$ cat config.mk
export PLATFORM = sky130hd
export DESIGN_NAME = alu_mul_seq
export DESIGN_NICKNAME = d
export VERILOG_FILES = /design/src/rtl/alu_mul_seq.sv
export SDC_FILE = /design/constraint.sdc
export NUM_CORES = 1
export LEC_CHECK = 0
export BUFFER_PORTS_ARGS = -buffer_cell sky130_fd_sc_hd__buf_2
export CAP_MARGIN = 20
export CORE_ASPECT_RATIO = 1.25
export CORE_UTILIZATION = 52
export DETAILED_ROUTE_END_ITERATION = 8
export PLACE_DENSITY = 0.8
export SYNTH_ARGS = -nofsm -noshare
export SYNTH_HDL_FRONTEND = slang
export SYNTH_SLANG_ARGS = --single-unit
$ cat constraint.sdc
create_clock -name clk -period 2.65 [get_ports clk]
set_input_delay 0.53 -clock clk [delete_from_list [all_inputs] [get_ports clk]]
set_output_delay 0.53 -clock clk [all_outputs]
set_load 0.005 [all_outputs]
$ cat src/rtl/alu_mul_seq.sv
// alu_mul_seq: multi-cycle unsigned multiplier that borrows the shared ALU.
//
// Computes multiplicand * multiplier as a 2*DATA_W-bit product by shift-and-add.
// Each RUN cycle issues one ALU ADD of the running upper partial product and
// either the multiplicand or zero. The ALU carry-out is chained into the shift.
// The ALU operands and output enable are driven only while a multiply is in
// flight. Outside RUN the ALU result bus is released and its value is ignored.
//
// Ports:
//   clk               sole clock, rising edge
//   rst_n             synchronous active-low reset
//   start             multiply request, accepted in IDLE or DONE
//   multiplicand      operand M, captured on an accepted start
//   multiplier        operand Q, captured on an accepted start
//   busy              high while iterating
//   done              one-cycle pulse, product valid
//   product_hi/lo     upper/lower half of the last completed product
//   alu_operand_a/b   ALU operands (zero outside RUN)
//   alu_func          ALU function code, always ADD
//   alu_output_enable ALU tristate enable, high only in RUN
//   alu_result        ALU result bus
//   alu_carry         ALU carry flag

module alu_mul_seq #(
    parameter int unsigned  DATA_W     = 8,
    localparam int unsigned ALU_FUNC_W = 3
) (
    input  logic                  clk,
    input  logic                  rst_n,
    input  logic                  start,
    input  logic [DATA_W-1:0]     multiplicand,
    input  logic [DATA_W-1:0]     multiplier,
    output logic                  busy,
    output logic                  done,
    output logic [DATA_W-1:0]     product_hi,
    output logic [DATA_W-1:0]     product_lo,
    output logic [DATA_W-1:0]     alu_operand_a,
    output logic [DATA_W-1:0]     alu_operand_b,
    output logic [ALU_FUNC_W-1:0] alu_func,
    output logic                  alu_output_enable,
    input  logic [DATA_W-1:0]     alu_result,
    input  logic                  alu_carry
);

    localparam int unsigned           CntW     = $clog2(DATA_W) + 1;
    localparam logic [CntW-1:0]       CntLast  = CntW'(DATA_W - 1);
    localparam logic [ALU_FUNC_W-1:0] FuncAdd  = '0;

    typedef enum logic [1:0] {
        StIdle = 2'd0,
        StRun  = 2'd1,
        StDone = 2'd2
    } state_e;

    state_e              state_q;
    logic [DATA_W-1:0]   m_reg_q;
    logic [DATA_W-1:0]   p_hi_q;
    logic [DATA_W-1:0]   p_lo_q;
    logic [CntW-1:0]     cnt_q;
    logic                busy_q;
    logic                done_q;
    logic [DATA_W-1:0]   product_hi_q;
    logic [DATA_W-1:0]   product_lo_q;

    logic                in_run;
    logic [DATA_W-1:0]   p_hi_nxt;
    logic [DATA_W-1:0]   p_lo_nxt;

    assign in_run = (state_q == StRun);

    // {carry, sum, p_lo} shifted right by one; the bit dropped is the
    // multiplier bit consumed this iteration.
    assign {p_hi_nxt, p_lo_nxt} = {alu_carry, alu_result, p_lo_q[DATA_W-1:1]};

    // ALU drive, quiet outside RUN so the shared bus is free for others.
    always_comb begin
        alu_operand_a     = '0;
        alu_operand_b     = '0;
        alu_output_enable = 1'b0;
        if (in_run) begin
            alu_operand_a     = p_hi_q;
            alu_operand_b     = p_lo_q[0] ? m_reg_q : '0;
            alu_output_enable = 1'b1;
        end
    end

    assign alu_func = FuncAdd;

    always_ff @(posedge clk) begin
        if (!rst_n) begin
            state_q      <= StIdle;
            m_reg_q      <= '0;
            p_hi_q       <= '0;
            p_lo_q       <= '0;
            cnt_q        <= '0;
            busy_q       <= 1'b0;
            done_q       <= 1'b0;
            product_hi_q <= '0;
            product_lo_q <= '0;
        end else begin
            done_q <= 1'b0;
            case (state_q)
                StIdle, StDone: begin
                    if (start) begin
                        m_reg_q <= multiplicand;
                        p_hi_q  <= '0;
                        p_lo_q  <= multiplier;
                        cnt_q   <= '0;
                        busy_q  <= 1'b1;
                        state_q <= StRun;
                    end else begin
                        state_q <= StIdle;
                    end
                end
                StRun: begin
                    p_hi_q <= p_hi_nxt;
                    p_lo_q <= p_lo_nxt;
                    cnt_q  <= cnt_q + 1'b1;
                    // Fixed latency: no early exit on zero operands.
                    if (cnt_q == CntLast) begin
                        state_q      <= StDone;
                        busy_q       <= 1'b0;
                        done_q       <= 1'b1;
                        // Architectural product updates only on the final
                        // shift, so it holds through the next operation.
                        product_hi_q <= p_hi_nxt;
                        product_lo_q <= p_lo_nxt;
                    end
                end
                default: begin
                    state_q <= StIdle;
                    busy_q  <= 1'b0;
                end
            endcase
        end
    end

    assign busy       = busy_q;
    assign done       = done_q;
    assign product_hi = product_hi_q;
    assign product_lo = product_lo_q;

endmodule

---- Yosys cells after proc, flatten, opt, wreduce, memory -nomap -nowiden ----
Index checks and enable logic that the tools add are counted.
storage, ports and cells
  register bits ........................... 48
  bits of input ports ..................... 28
  output and inout bits ................... 38
  word-level logic and storage cells ...... 40
cells by class
  add/subtract/negate cells ............... 1
  eq/ne operators ......................... 5
  mux-type cells .......................... 17
  reductions and logical operators ........ 8
operators with widths
  cell                 number
  $mux 8               5
  $pmux 8 s2           2
  $reduce_and 2->1     5
  $pmux 4 s2           1
  $mux 1               5
  $add 4x1->4 const B  1
  $eq 4x3->1 const B   1
  $mux 4               1
  $pmux 2 s2           1
  $eq 2x1->1 const B   1
  $eq 2x2->1 const B   1
  $logic_not 2->1      1
  $mux 2               1
  $ne 2x1->1 const B   1
  $ne 2x2->1 const B   1
  $pmux 1 s2           1
  $reduce_bool 2->1    1
  $reduce_or 2->1      1

---- Depth between registers and ports, before layout ----
Gate-level depths: netlist (run 1).
  depth after elaboration ................. 4
  gate-level depth with buffers ........... 6
  gate-level depth less buffers ........... 4

---- Worst setup path before layout (run 1) ----
Ideal clock, no wire load.
  path kind ............................... register -> output
  start ................................... register state_q[1]
  end ..................................... output port alu_operand_b[3]
  arrival time ............................ 1.073 ns
  required time ........................... 2.120 ns
  path slack .............................. 1.047 ns
  stages on the path, launching flop included .. 6
  buffers on the path ..................... 2
  path through ............................ dfxtp_1 -> nand2b_2 -> inv_2 -> buf_2 -> buf_2 -> and3_1
between the ends
  word-level cells in the longest chain between the ends .. 2
ends and longest elaborated chain
  what                    line  RTL
  from (decl)             55    state_e state_q;
  from (signal assigned)  91    state_q <= StIdle;
  from (signal assigned)  110   state_q <= StRun;
  from (signal assigned)  112   state_q <= StIdle;
  $eq 2x1->1              69    assign in_run = (state_q == StRun);
  $mux 8                  80    if (in_run) begin
  to (decl)               38    output logic [DATA_W-1:0] alu_operand_b,
Every way passes these cells.

---- Worst setup path after layout (run 1) ----
Same ends and word-level chain as after synthesis.

==> results.cfg, run 1 <==
[status]
status = completed

[synth]
synth_top_area_cell = dfxtp_1
ys_top_cells_by_area = dfxtp_1, a21oi_1, a22o_1
synth.lib_cells_used.distinct = 30
netlist_area_sq_um = 1880
post_synth.cell_area_avg_sq_um = 9.34
synth_cells = 201
synth_seq_cells = 48
synth_sequential_area_ratio_pct = 51.2
yosysWarnings = 0
synth_top_area_share_pct = 51.2

[routing]
overall_via_count_from_detail_route = 1628
detail_route.iter0.violations = 53
antenna_left = 0
avgViaCountPerCell = 5.50
drt_first_pass_iters = 4
wl_mm = 4.09
drt_drc_violations_left = 0
wl_per_cell_um = 13.8

[final_layout]
post_route_cells_drive_above_1_share_pct = 31.1
post-route-util_pct = 64.9
diodes = 0
synthesis_to_layout_area_growth_pct = 20.5
final.fill_count = 328
design.final.nets = 285
post-route-cell-area_sq_um = 2260

[clock_network]
cts_max_path_buffers = 2
clock_latency_ns = 0.31
cts_num_sinks = 48
htree_levels = 2
cts_setup_buffers = 0
clk_pin_slew_ns = 0.09
clock_root_buffer = clkbuf_8
hold_buffers = 0
cts_inserted_buffers = 5
clock_tree_from_tritoncts = done
ctsResizeCount = 0

[global_routing]
gr-usage-all-layers_pct = 22.1
first_global_vias = 1486
grt_overflow_total = 0
grt_max_degree = 41
number_of_antenna_violations_at_the_first_check_in_global_routing = 0
grt_first_pass_wirelength_mm = 6.58

[power]
pwr-share-clk_pct = 37.2
switching_power_w = 0.000347
internal-power_w = 0.00108
pwr-share-seq_pct = 53.7
power_density_nw_per_um2 = 630
worst_ir_drop_vdd_uv = 623
power.combinational.fraction_pct = 9.1
static-leakage-power_nw = 1.07
power_switching_share_pct = 24.3

[sta]
min_period_ns = 2.13
maxSlewViolCount = 0
final_hold_fails = 0
min_period_over_period_pct = 80.5
setup_viol_count_final = 0
final_setup_skew_ns = 0.00555
grt_setup_unrepaired = false
fmax_mhz = 469
finalSetupTns_ns = 0
transition_time_at_the_pin_with_the_least_slew_margin_ns = 0.798
headroom_to_the_max_slew_limit_pct = 46.7

[die]
full_die_area_sq_um = 3860
die_y_um = 69.2
core_region_area_sq_um = 3480
io-pin-count = 66
std_cell_rows = 24
initial_utilization_pct = 53.9
fp.dieW_um = 55.8

[setup_path]
crit_path_required_time_ns = 2.12
crit_path_end_kind = output port
timing.critical_path.arrival_ns = 1.60
worst-r2r-setup-slack_ns = 0.84
timing.critical_path.from_type = flop
worstSetupPathType = reg2out
worst_path_maximum_fanout = 40

[hold_path]
class_of_the_tightest_hold_or_removal_check = in2reg

[run]
max_cap_violations = 0

[placed_design]
detailedPlacementHpwl_mm = 2.75
placement.io_buffers = 62
dpl_cell_area_sq_um = 2150
gp_congestion = 0.752
## flip-flops by register name, indices dropped and copies added (netlist names)
register / cells
product_lo: 8
p_lo_q: 8
cnt_q: 4
m_reg_q: 8
busy: 1
done: 1
state_q: 2
product_hi: 8
p_hi_q: 8
## synth_stat cells, drive strengths merged
library cell and n:
a211oi 1, a21o 2, a21oi 29, a22o 16, a22oi 8, a31oi 1, and2 8, and3 8
and4 2, buf 18, clkbuf 2, conb 1, dfxtp 48, ha 1, inv 2, mux2 1
mux2i 1, nand2 25, nand2b 4, nand3 19, nand4 1, nor2b 2, o21ai 1
## critical path: stages (launching register included)
cell      delay [ns]
dfxtp_1         0.33
nand2b_2        0.19
inv_2           0.43
and3_1          0.24
buf_2           0.11
## layout make-up
cell class	instances	area [sq um]	share of cell area (%)
inverters	2	7.51	0.332
multi-input cells	133	793	35.1
clock inverters	3	42.5	1.88
repair buffers	66	340	15.0
flip-flops and latches	48	961	42.5
clock buffers	5	68.8	3.04
well taps	39	48.8	2.16
## cells by family after synthesis
logic type	count (synthesis)	synth area share, %
other	1	0.200
AND/OR/NAND/NOR	69	19.3
flip-flops	48	51.2
multiplexers	2	1.13
adder cells (fa/ha/maj)	1	0.666
AO/OA/AOI/OAI	58	20.5
buffers and inverters	22	7.00
## stage by stage
stage | worst slack (ns) | std cells | hold WS [ns] | total power [W]
6_report | 0.516 | 296 | 0.448 | 0.00142
5_1_grt | 0.397 | 296 | 0.440 | 0.00148
4_1_cts | 0.518 | 296 | 0.439 | 0.00144
3_5_place_dp | 0.862 | 288 | 0.443 | 0.000913
3_3_place_gp | 0.908 | 288 | 0.442 | 0.000910
2_1_floorplan | 1.05 | 203 | 0.432 | 0.000868
## cell usage in the layout, fill, tap and decap left out
| cell type | n |
|---|---|
| a211oi_1 | 1 |
| a21o_1 | 2 |
| a21oi_1 | 29 |
| a22o_1 | 16 |
| a22oi_1 | 8 |
| a31oi_2 | 1 |
| and2_1 | 8 |
| and3_1 | 8 |
| and4_1 | 1 |
| and4_4 | 1 |
| buf_2 | 62 |
| buf_4 | 4 |
| bufinv_16 | 1 |
| clkbuf_8 | 5 |
| clkinv_2 | 1 |
| clkinvlp_4 | 1 |
| conb_1 | 3 |
| dfxtp_1 | 48 |
| ha_1 | 1 |
| inv_1 | 1 |
| inv_2 | 1 |
| mux2_2 | 1 |
| mux2i_1 | 1 |
| nand2_1 | 25 |
| nand2b_1 | 3 |
| nand2b_2 | 1 |
| nand3_1 | 19 |
| nand4_1 | 1 |
| nor2b_1 | 1 |
| nor2b_4 | 1 |
| o21ai_1 | 1 |
## power by group through the flow
stage / Sequential [W] / Combinational, W / Clock [W]
2_1_floorplan: 0.000777 / 0.0000911 / 0
3_3_place_gp: 0.000782 / 0.000128 / 0
3_5_place_dp: 0.000783 / 0.000130 / 0
4_1_cts: 0.000765 / 0.000130 / 0.000542
5_1_grt: 0.000769 / 0.000145 / 0.000568
6_report: 0.000766 / 0.000130 / 0.000529
## metal layers
metal  vias to the layer above  part of all wire, %  track usage, %
li1                        811                    -               -
met1                       768                   43            24.7
met2                        41                   50            36.5
met3                         8                  4.4            7.28
met4                         0                  2.1            12.2
met5                         -                    0               0
## path summary, 6_finish.rpt
path,from,to,cells past startpoint
worst max-delay path,state_q[1]$_SDFFE_PN0P_,alu_operand_b[3],4
worst min-delay path,alu_carry,product_hi[7]$_SDFFE_PN0P_,2
worst max register to register,state_q[1]$_SDFFE_PN0P_,product_lo[0]$_SDFFE_PN0P_,4
worst min register to register,m_reg_q[7]$_SDFFE_PN0P_,m_reg_q[7]$_SDFFE_PN0P_,2
Note: power is estimated with default switching activity, not from simulation.
==> run 2: changes to the inputs <==
--- a/config.mk
+++ b/config.mk
@@ -5,12 +5,13 @@
 export SDC_FILE = /design/constraint.sdc
 export NUM_CORES = 1
 export LEC_CHECK = 0
+export ABC_AREA = 1
 export BUFFER_PORTS_ARGS = -buffer_cell sky130_fd_sc_hd__buf_2
 export CAP_MARGIN = 20
 export CORE_ASPECT_RATIO = 1.25
-export CORE_UTILIZATION = 52
+export CORE_UTILIZATION = 45
 export DETAILED_ROUTE_END_ITERATION = 8
-export PLACE_DENSITY = 0.8
+export PLACE_DENSITY = 0.72
 export SYNTH_ARGS = -nofsm -noshare
 export SYNTH_HDL_FRONTEND = slang
 export SYNTH_SLANG_ARGS = --single-unit
==> constraint.sdc (replaced) <==
create_clock -name clk -period 1.9 [get_ports clk]
set_input_delay 0.38 -clock clk [delete_from_list [all_inputs] [get_ports clk]]
set_output_delay 0.38 -clock clk [all_outputs]
set_load 0.005 [all_outputs]
==> run 2 against run 1 <==
Against the previous run: clock skew fell by 0.0017 ns; via count increased by 22%; routed wire length grew 18%; clock power increased by 35%; final cell count grew 35%; sequential power is 41% higher; critical endpoint is now alu_operand_a[7]; utilization fell by 7.7 points; combinational power grew 75%.
==> results.cfg, run 2 <==
[sta]
min_period_over_period_pct = 89.2
final_hold_fails = 0
maxSlewViolCount = 0
final_setup_skew_ns = 0.00388
min_period_ns = 1.70
finalSetupTns_ns = 0
grt_setup_unrepaired = false
fmax_mhz = 590
setup_viol_count_final = 0

[synth]
post-synth-top-count-cell = nand3_1
synth_cells = 284
synth_top_cells_by_count = nand3_1, dfxtp_1, nand2_1
ys_top_cells_by_area = dfxtp_1, nand3_1, nand2_1
netlist_area_sq_um = 2060
synth_enable_flop_cells = 0
synth_async_sr_flop_share_pct = 0
yosysWarnings = 0
synth.lib_cells_used.distinct = 19
synth_top_area_share_pct = 46.5
synth_top_area_cell = dfxtp_1
ys.flop_type = dfxtp_1
synth_seq_cells = 48
post_synth.cell_area_avg_sq_um = 7.27
synth_sequential_area_ratio_pct = 46.5

[clock_network]
clock_root_buffer = clkbuf_8
cts_max_path_buffers = 2
cts_num_sinks = 48
cts_inserted_buffers = 5
cts_setup_buffers = 0
clock_latency_ns = 0.30
clock_tree_from_tritoncts = done
clk_pin_slew_ns = 0.08
hold_buffers = 0
htree_levels = 2

[setup_path]
worst-r2r-setup-slack_ns = 0.50
timing.critical_path.arrival_ns = 1.32
crit_path_end_kind = output port
worstSetupPathType = reg2out
crit_path_required_time_ns = 1.52
timing.critical_path.from_type = flop
worst_path_maximum_fanout = 28

[global_routing]
grt_first_pass_wirelength_mm = 8.38
gr-usage-all-layers_pct = 21.8
first_global_vias = 1862
number_of_antenna_violations_at_the_first_check_in_global_routing = 0
grt_overflow_total = 0
grt_max_degree = 29

[final_layout]
post_route_cells_drive_above_1_share_pct = 24.8
diodes = 0
design.final.nets = 371
post-route-cell-area_sq_um = 2510
mostFrequentLayoutCell = nand3_1
mostFrequentLayoutCells = nand3_1, buf_2, nand2_1, dfxtp_1, nor2_1
synthesis_to_layout_area_growth_pct = 21.7

[die]
io-pin-count = 66
die_y_um = 77.7
initial_utilization_pct = 47.0
std_cell_rows = 27
core_region_area_sq_um = 4390
full_die_area_sq_um = 4860
fp.dieW_um = 62.6

[routing]
antenna_left = 0
detail_route.iter0.violations = 76
route.layer.met1.wl_mm = 2.02
overall_via_count_from_detail_route = 1985
wl_mm = 4.81
avgViaCountPerCell = 4.95
wl_met3_um = 259
detailroute.wirelength.met2_mm = 2.44
dr.max_layer_used = met4
wl_per_cell_um = 12.0
drt_first_pass_iters = 5
drt_drc_violations_left = 0

[placed_design]
detailedPlacementHpwl_mm = 3.41
dpl_cell_area_sq_um = 2400
placement.io_buffers = 62
gp_congestion = 0.848

[power]
static-leakage-power_nw = 1.20
worst_ir_drop_vdd_uv = 545
power_density_nw_per_um2 = 804

[status]
status = completed

[hold_path]
class_of_the_tightest_hold_or_removal_check = in2reg

[run]
max_cap_violations = 0
run 2: stage by stage:
stage               util (%)  hold slack, ns  worst slack (ns)  total power, W  cells
finish                  57.2           0.321             0.205         0.00202    401
global route            57.2           0.323            0.0677         0.00211    401
CTS                     57.1           0.318            0.0269         0.00204    401
detailed placement      54.6           0.457             0.365         0.00133    393
global placement        54.6           0.452             0.387         0.00132    393
floorplan                  -           0.455             0.628         0.00125    286
run 2: logic make-up after synthesis:
family | count (synthesis) | synth area share, %
buffers and inverters | 42 | 10.0
adder cells (fa/ha/maj) | 1 | 0.606
flip-flops | 48 | 46.5
AND/OR/NAND/NOR | 158 | 34.3
other | 1 | 0.182
AO/OA/AOI/OAI | 34 | 8.36
run 2: worst paths after layout:
check	cells after the start	endpoint	start
hold reg to reg	2	product_hi[6]$_SDFFE_PN0P_	product_hi[6]$_SDFFE_PN0P_
hold / removal	3	m_reg_q[1]$_SDFFE_PN0P_	multiplicand[1]
setup / recovery	4	alu_operand_a[7]	state_q[1]$_SDFFE_PN0P_
setup reg to reg	6	product_hi[0]$_SDFFE_PN0P_	cnt_q[0]$_SDFFE_PN0P_
run 2: layer usage:
layer | global-route usage (%) | up-vias
li1 | - | 1028
met1 | 24.3 | 882
met5 | 0 | -
met3 | 4.56 | 8
met2 | 39.5 | 67
met4 | 9.07 | 0
run 2: worst max-delay path: stages (launching register included):
cell	delay, ns
dfxtp_1	0.35
inv_2	0.15
nand2_4	0.20
nor2_1	0.17
buf_2	0.13
run 2: area by class of cell:
| class | instances | area, sq um |
|---|---|---|
| fill | 446 | 1880 |
| sequential | 48 | 961 |
| multi-input combinational | 196 | 910 |
| timing repair buffer | 70 | 383 |
| inverter | 21 | 78.8 |
| clock buffer | 6 | 72.6 |
| tap | 58 | 72.6 |
| clock inverter | 2 | 35.0 |
run 2: repair_timing:
| action | 4_1_cts | 5_1_grt |
|---|---|---|
| setup endpoints to repair | 0 | 16 |
| gates resized for setup | 0 | 1 |
| endpoints found under the hold margin | 0 | 0 |
run 2: power by group:
group	leakage, nW	internal [W]	total, W	switching (W)
Sequential	0.392	0.00105	0.00108	0.0000311
Clock	0.0552	0.000390	0.000715	0.000325
Combinational	0.755	0.0000887	0.000227	0.000139
Total	1.20	0.00153	0.00202	0.000495
==> run 3: changes to the inputs <==
--- a/config.mk
+++ b/config.mk
@@ -5,11 +5,10 @@
 export SDC_FILE = /design/constraint.sdc
 export NUM_CORES = 1
 export LEC_CHECK = 0
-export ABC_AREA = 1
 export BUFFER_PORTS_ARGS = -buffer_cell sky130_fd_sc_hd__buf_2
 export CAP_MARGIN = 20
 export CORE_ASPECT_RATIO = 1.25
-export CORE_UTILIZATION = 45
+export CORE_UTILIZATION = 44
 export DETAILED_ROUTE_END_ITERATION = 8
 export PLACE_DENSITY = 0.72
 export SYNTH_ARGS = -nofsm -noshare
==> run 3 against run 2 <==
Against the previous run: sequential share of layout area rose by 3.7 points; clock-buffer cell count fell by 1; final cell count fell by 22%; maximum frequency fell by 4.5%; critical path depth rose by 1; clock skew rose by 0.0026 ns; global-route usage fell by 2.7 points; die area fell by 6.8%; clock power fell by 3.4%; worst hold slack got worse by 0.011 ns; largest cell class unchanged; highest routed layer unchanged.
==> results.cfg, run 3 (same netlist as run 1, synthesis figures left out) <==
[status]
status = completed

[placed_design]
post-place-ws_ns = 0.335
placement.io_buffers = 62
dpl_cell_area_sq_um = 2190
detailedPlacementHpwl_mm = 2.79
gp_congestion = 0.780

[die]
core_region_area_sq_um = 4100
full_die_area_sq_um = 4540
io-pin-count = 66
die_y_um = 75.0
std_cell_rows = 26
initial_utilization_pct = 45.8
fp.dieW_um = 60.4

[hold_path]
class_of_the_tightest_hold_or_removal_check = in2reg
whs_path_depth = 2

[sta]
final_setup_skew_ns = 0.00644
maxSlewViolCount = 0
headroom_to_the_max_slew_limit_pct = 46.2
finalSetupTns_ns = 0
setup_viol_count_final = 0
finalWorstSetupSlack_ns = 0.124
transition_time_at_the_pin_with_the_least_slew_margin_ns = 0.804
min_period_ns = 1.78
fmax_mhz = 563
min_period_over_period_pct = 93.5
grt_setup_unrepaired = false
finalHoldWorstSlack_ns = 0.310
final_hold_fails = 0

[power]
totalPowerFinal_w = 0.00195
worst_ir_drop_vdd_uv = 432
static-leakage-power_nw = 1.08
power_density_nw_per_um2 = 850

[final_layout]
post-route-cell-area_sq_um = 2290
synthesis_to_layout_area_growth_pct = 22.1
mostFrequentLayoutCell = buf_2
post_route_cells_drive_above_1_share_pct = 31.4
design.final.nets = 288
mostFrequentLayoutCells = buf_2, dfxtp_1, a21oi_1
diodes = 0
final.fill_count = 405

[clock_network]
hold_buffers = 0
htree_levels = 2
cts_inserted_buffers = 5
clock_latency_ns = 0.30
ctsResizeCount = 0
clk_pin_slew_ns = 0.08
clock_tree_from_tritoncts = done
clock_root_buffer = clkbuf_8
cts_setup_buffers = 0
cts_max_path_buffers = 2
cts_num_sinks = 48

[routing]
detail_route.iter0.violations = 61
overall_via_count_from_detail_route = 1623
wl_per_cell_um = 13.1
wl_mm = 4.12
drt_first_pass_iters = 4
avgViaCountPerCell = 5.17
drt_drc_violations_left = 0
antenna_left = 0

[setup_path]
crit_path_end_kind = output port
r2r.worst_path.cells = 3
timing.critical_path.arrival_ns = 1.40
crit_path_required_time_ns = 1.52
worst_path_maximum_fanout = 26
timing.critical_path.from_type = flop
worstSetupPathType = reg2out

[run]
max_cap_violations = 0

[global_routing]
grt_overflow_total = 0
number_of_antenna_violations_at_the_first_check_in_global_routing = 0
gr-usage-all-layers_pct = 19.1
grt_first_pass_wirelength_mm = 6.38
grt_max_degree = 29
first_global_vias = 1448
-- run 3: cell count changes in the layout (fill, tap and decap cells not counted), sizes merged, moves of 11 or more --
cell | previous run | this run
nor2 | 40 | 0
nand2 | 50 | 25
inv | 21 | 2
nand3 | 68 | 19
a22o | 0 | 16
o21ai | 12 | 1
-- run 3: path summary, 6_finish.rpt --
kind / end / slack [ns] / from
worst max-delay path: alu_operand_b[5] / 0.12 / state_q[1]$_SDFFE_PN0P_
worst min-delay path: product_hi[1]$_SDFFE_PN0P_ / 0.31 / alu_result[2]
worst max register to register: product_lo[0]$_SDFFE_PN0P_ / 0.36 / cnt_q[0]$_SDFFE_PN0P_
worst min register to register: m_reg_q[4]$_SDFFE_PN0P_ / 0.45 / m_reg_q[4]$_SDFFE_PN0P_
-- run 3: layout make-up --
cell class / count / area (sq um) / area share, %
Multi-Input combinational cell: 133 / 793 / 34.6
Clock buffer: 5 / 68.8 / 3.00
Timing Repair Buffer: 69 / 363 / 15.8
Tap cell: 56 / 70.1 / 3.06
Inverter: 2 / 7.51 / 0.327
Sequential cell: 48 / 961 / 41.9
Clock inverter: 1 / 30.0 / 1.31
-- run 3: routing by layer --
layer	track usage (%)	wire length [um]
met1	22.8	1840
met2	30.9	1970
met3	5.33	217
met4	9.85	87
met5	0	0
-- run 3: critical path, stage by stage, from the launching register on --
cell,delay (ns)
dfxtp_1,0.32
nand2b_2,0.18
inv_2,0.06
buf_4,0.24
and3_1,0.19
buf_2,0.11
-- run 3: power by group --
part           internal, W  leakage (nW)  switching (W)
registers          0.00104         0.391      0.0000246
logic            0.0000775         0.644       0.000114
clock network     0.000378        0.0501       0.000313
-- run 3: through the flow --
stage	cells	utilization, %
global placement	308	53.5
detailed placement	308	53.5
global route	314	56.0
CTS	314	56.0
finish	314	56.0
floorplan	203	-
